$ cat src/rtl/cpumc_arbiter_pkg.sv
// Shared types for the CPU/HCI memory-bus arbiter: ownership states and the
// bus values driven during the idle release cycle.
package cpumc_arbiter_pkg;

  typedef enum logic [1:0] {
    ST_CPU     = 2'd0,
    ST_DRAIN   = 2'd1,
    ST_HCI     = 2'd2,
    ST_RELEASE = 2'd3
  } arb_state_e;

  // Release cycle is a plain read of address 0 (WRAM), which has no side effects.
  localparam logic REL_R_NW = 1'b1;

endpackage

$ cat src/rtl/cpumc_arbiter.sv
// Hands the CPU memory bus between the RP2A03 and the HCI debug block: stall the
// CPU via RDY, let in-flight writes finish, drain, grant HCI, then one release cycle.
module cpumc_arbiter
  import cpumc_arbiter_pkg::*;
#(
  parameter int ADDR_W       = 16,
  parameter int DATA_W       = 8,
  parameter int DRAIN_CYCLES = 2
) (
  input  logic              clk_in,
  input  logic              rst_in,
  input  logic              hci_req_in,
  output logic              hci_gnt_out,
  input  logic [ADDR_W-1:0] hci_a_in,
  input  logic              hci_r_nw_in,
  input  logic [DATA_W-1:0] hci_d_in,
  output logic [DATA_W-1:0] hci_d_out,
  input  logic [ADDR_W-1:0] cpu_a_in,
  input  logic              cpu_r_nw_in,
  input  logic [DATA_W-1:0] cpu_d_in,
  output logic [DATA_W-1:0] cpu_d_out,
  output logic              cpu_rdy_out,
  output logic [ADDR_W-1:0] bus_a_out,
  output logic              bus_r_nw_out,
  output logic [DATA_W-1:0] bus_d_out,
  input  logic [DATA_W-1:0] bus_d_in,
  output logic [1:0]        owner_out
);

  localparam int CW = $clog2(DRAIN_CYCLES + 1);

  arb_state_e      state_q, state_d;
  logic [CW-1:0]   cnt_q, cnt_d;

  always_ff @(posedge clk_in) begin
    if (rst_in) begin
      state_q <= ST_CPU;
      cnt_q   <= '0;
    end else begin
      state_q <= state_d;
      cnt_q   <= cnt_d;
    end
  end

  always_comb begin
    state_d = state_q;
    cnt_d   = cnt_q;
    case (state_q)
      ST_CPU: begin
        if (hci_req_in) begin
          state_d = ST_DRAIN;
          cnt_d   = '0;
        end
      end
      ST_DRAIN: begin
        // Write cycles ignore RDY on the 6502, so only stalled reads count as drained.
        if (!hci_req_in) begin
          state_d = ST_CPU;
        end else if (cpu_r_nw_in) begin
          cnt_d = cnt_q + 1'b1;
          if (cnt_d == CW'(DRAIN_CYCLES)) state_d = ST_HCI;
        end
      end
      ST_HCI: begin
        if (!hci_req_in) state_d = ST_RELEASE;
      end
      default: state_d = ST_CPU;
    endcase
  end

  assign cpu_rdy_out = (state_q == ST_CPU);
  assign hci_gnt_out = (state_q == ST_HCI);
  assign owner_out   = state_q;
  assign cpu_d_out   = bus_d_in;
  assign hci_d_out   = hci_gnt_out ? bus_d_in : '0;

  always_comb begin
    bus_a_out    = cpu_a_in;
    bus_r_nw_out = cpu_r_nw_in;
    bus_d_out    = cpu_d_in;
    case (state_q)
      ST_HCI: begin
        bus_a_out    = hci_a_in;
        bus_r_nw_out = hci_r_nw_in;
        bus_d_out    = hci_d_in;
      end
      ST_RELEASE: begin
        bus_a_out    = '0;
        bus_r_nw_out = REL_R_NW;
        bus_d_out    = '0;
      end
      default: ;
    endcase
  end

endmodule

$ cat config.mk
export PLATFORM = sky130hd
export DESIGN_NAME = cpumc_arbiter
export DESIGN_NICKNAME = d
export VERILOG_FILES = /design/src/rtl/cpumc_arbiter_pkg.sv /design/src/rtl/cpumc_arbiter.sv
export SDC_FILE = /design/constraint.sdc
export NUM_CORES = 1
export LEC_CHECK = 0
export BUFFER_PORTS_ARGS = -buffer_cell sky130_fd_sc_hd__clkbuf_2
export CAP_MARGIN = 40
export CORE_MARGIN = 2
export CORE_UTILIZATION = 28
export DETAILED_ROUTE_END_ITERATION = 7
export PLACE_DENSITY = 0.8
export SYNTH_ARGS = -nofsm -noshare
export SYNTH_HDL_FRONTEND = slang
export SYNTH_SLANG_ARGS = --single-unit
export TNS_END_PERCENT = 50
$ cat constraint.sdc
create_clock -name clk_in -period 1.3 [get_ports clk_in]
set_clock_uncertainty 0.05 [all_clocks]
set_input_delay 0 -clock clk_in [delete_from_list [all_inputs] [get_ports clk_in]]
set_output_delay 0 -clock clk_in [all_outputs]
set_load 0.01 [all_outputs]
==> out/metrics.cfg <==
[cells_and_area]
area_growth_pct=95.7
fin_util_pct=58.1
fin_nets=286
final.fill_count=233
drive_above_1_share_pct=55.4
antenna_cells=0

[yosys]
synth_compound_area_share_pct=24.3
ys_types=21
synth_simple_gate_area_share_pct=31.7
synthCells=118
yosysTopAreaCell=o21ai_0
synth_fa_ha_area_share_pct=1.89
synth_common_cells=25 x inv_1, 24 x nand2_1, 19 x o21ai_0
synth_seq_cells=4
synthXorXnorAreaFrac_pct=0
yosysWarnings=0
synth.net_count=180
syn_area_per_cell_um2=5.62
yosys.area.top_type_share_pct=14.3
synth_top_family_by_area=simple AND/OR/NAND/NOR gates
synth_ff_type=dfxtp_1
synthMuxAreaShare_pct=0
yosysMostFrequentCell=inv_1
synthArstFlopShare_pct=0
synth_area_leaders=o21ai_0 14%, inv_1 14%, nand2_1 14%
netlist_area_um2=663
ys_seq_area_share_pct=12.1
synth-edff-count=0

[clocking]
clkSinkCount=4
cts_buffers=3
clk_pin_slew_worst_paths_ps=30
htreeDepth=1
worstSkewPairLatency_ps=230
cts_tree=yes
clock_path_buffers=2
clockRootBuffer=clkbuf_4

[power]
ir_worst_vdd_uv=551
power_uw=513
power.leakage_uw=0.000795
p_per_area_nw_per_um2=395

[detailed_routing]
wl_per_cell_um=9.56
initialDrtViolationCount=9
ant_nets=0
drtPass1Iterations=4
drcViolationCount=0
via_per_inst=4.21
totalWireLength_mm=2.39
num_vias=1052

[worst_setup_path]
cp-end-kind=output port
cp.buffers_inverters=3
crit_family=buffers and inverters
critPathMaxFanout=7
critPathArrivalTime_ps=1180
path_class=flip-flop to output port
worstSetupStartpointType=flip-flop
cp.required_ps=1250
cp_cell_sequence=nand2b_4 > inv_8 > clkbuf_16 > nand2_1 > o21ai_0 > clkbuf_2
crit_path_top_delay_cell=dfxtp_2
cpPeakStageDelay_ps=310

[die]
die_h_um=52.7
die-width_um=52.7
initial_core_util_pct=29.7
design.core.area_um2=2230
dieArea_um2=2770
io_pins=106
rows=17

[grt]
gr-total-overflow=0
grt_pass1_vias=926
grt_pass1_wl_mm=3.74
track_usage_pct=17.5
grt_max_degree=16
antenna_found_initial=0

[timing]
finalHoldViolations=0
max_freq_mhz=814
worstMarginPinSlew_ps=195
period_share_pct=94.5
relSlewSlack_pct=87.0
finalSetupViolations=0
finalMaxSlewViolations=0
fin_tns_setup_ps=0
period_needed_ps=1230
rsz0062_at_grt=yes

[placement]
gp_congestion=0.781
place_hpwl_mm=1.96
portBuffers=105

[run]
drv_cap=0

[worst_hold_path]
hold_class=input port to flip-flop

[outcome]
status=finished clean

[worst paths after layout]
path | start | to | slack, ps | cells after the start
worst max register to register | cnt_q[1] | owner_out[0] | 100 | 5
worst max-delay path | owner_out[0] | bus_a_out[10] | 70 | 6
worst min-delay path | cpu_r_nw_in | cnt_q[0] | 50 | 3
worst min register to register | cnt_q[1] | cnt_q[1] | 440 | 2
[final cells by class]
class	count	area, µm²	share of cell area, %
repair buffers	115	656	50.5
multi-input cells	74	397	30.6
inverters	26	105	8.10
flip-flops and latches	4	82.6	6.36
well taps	28	35.0	2.70
clock buffers	3	22.5	1.74
[state kept, by name, summed over array words and instances (netlist names)]
name and cells:
cnt_q 2, owner_out 2
[routing by layer]
layer  vias to the layer above  global-route usage (%)  routed length (µm)  part of all wire [%]
li1                        568                       -                   -                     -
met1                       421                    18.8                 900                    38
met2                        57                    32.7                1220                    51
met3                         6                    2.57                 227                   9.5
met4                         0                    8.55                  41                   1.7
met5                         -                       0                   0                     0
[kinds of logic (layout without fill, tap and decap cells)]
family	count (synthesis)	after routing
AOI/OAI and AO/OA	31	31
and+or+nand+nor	42	42
buffers and inverters	40	144
adders and majority gates	1	1
DFF	4	4
[power breakdown]
group          internal [µW]  switching, µW
logic                    131            106
registers                127           1.41
clock network            103           44.7
total                    361            152
[stage by stage]
step	hold slack (ps)	std cells	cell area, µm²	worst slack, ps
after floorplan	19.1	118	663	152
after global placement	150	241	1160	137
after detailed placement	151	241	1160	107
after CTS	43.3	249	1260	46.8
after global routing	78.0	250	1300	-6.04
final	53.0	250	1300	71.9
[worst register-to-register path, delay by kind of cell (launching register included)]
family,cells,cell delay (ps)
simple gates,2,480
compound gates,1,70
flops,1,310
fa+ha+maj,1,160
buf+inv,1,40
[cells in the final DEF (no fill, tap or decap), types with 2 or more instances in the layout]
master / n
inv_1: 25
nand2_2: 2
nand2b_4: 2
dfxtp_2: 2
nand2_1: 22
buf_2: 8
dlygate4sd3_1: 2
a21oi_1: 3
nor2b_1: 2
o21ai_1: 10
dfxtp_1: 2
clkbuf_4: 3
nand4b_1: 2
clkbuf_2: 97
and2_1: 8
nor2_1: 2
buf_4: 5
o21ai_0: 16
[repair_timing]
action,CTS,global route
buffers inserted,2,0
resized for setup,4,16
pin swaps,0,0
hold endpoints to repair,4,0
hold buffers,2,0
setup endpoints to repair,29,13
cloned,1,1
Note: power is estimated with default switching activity, not from simulation.
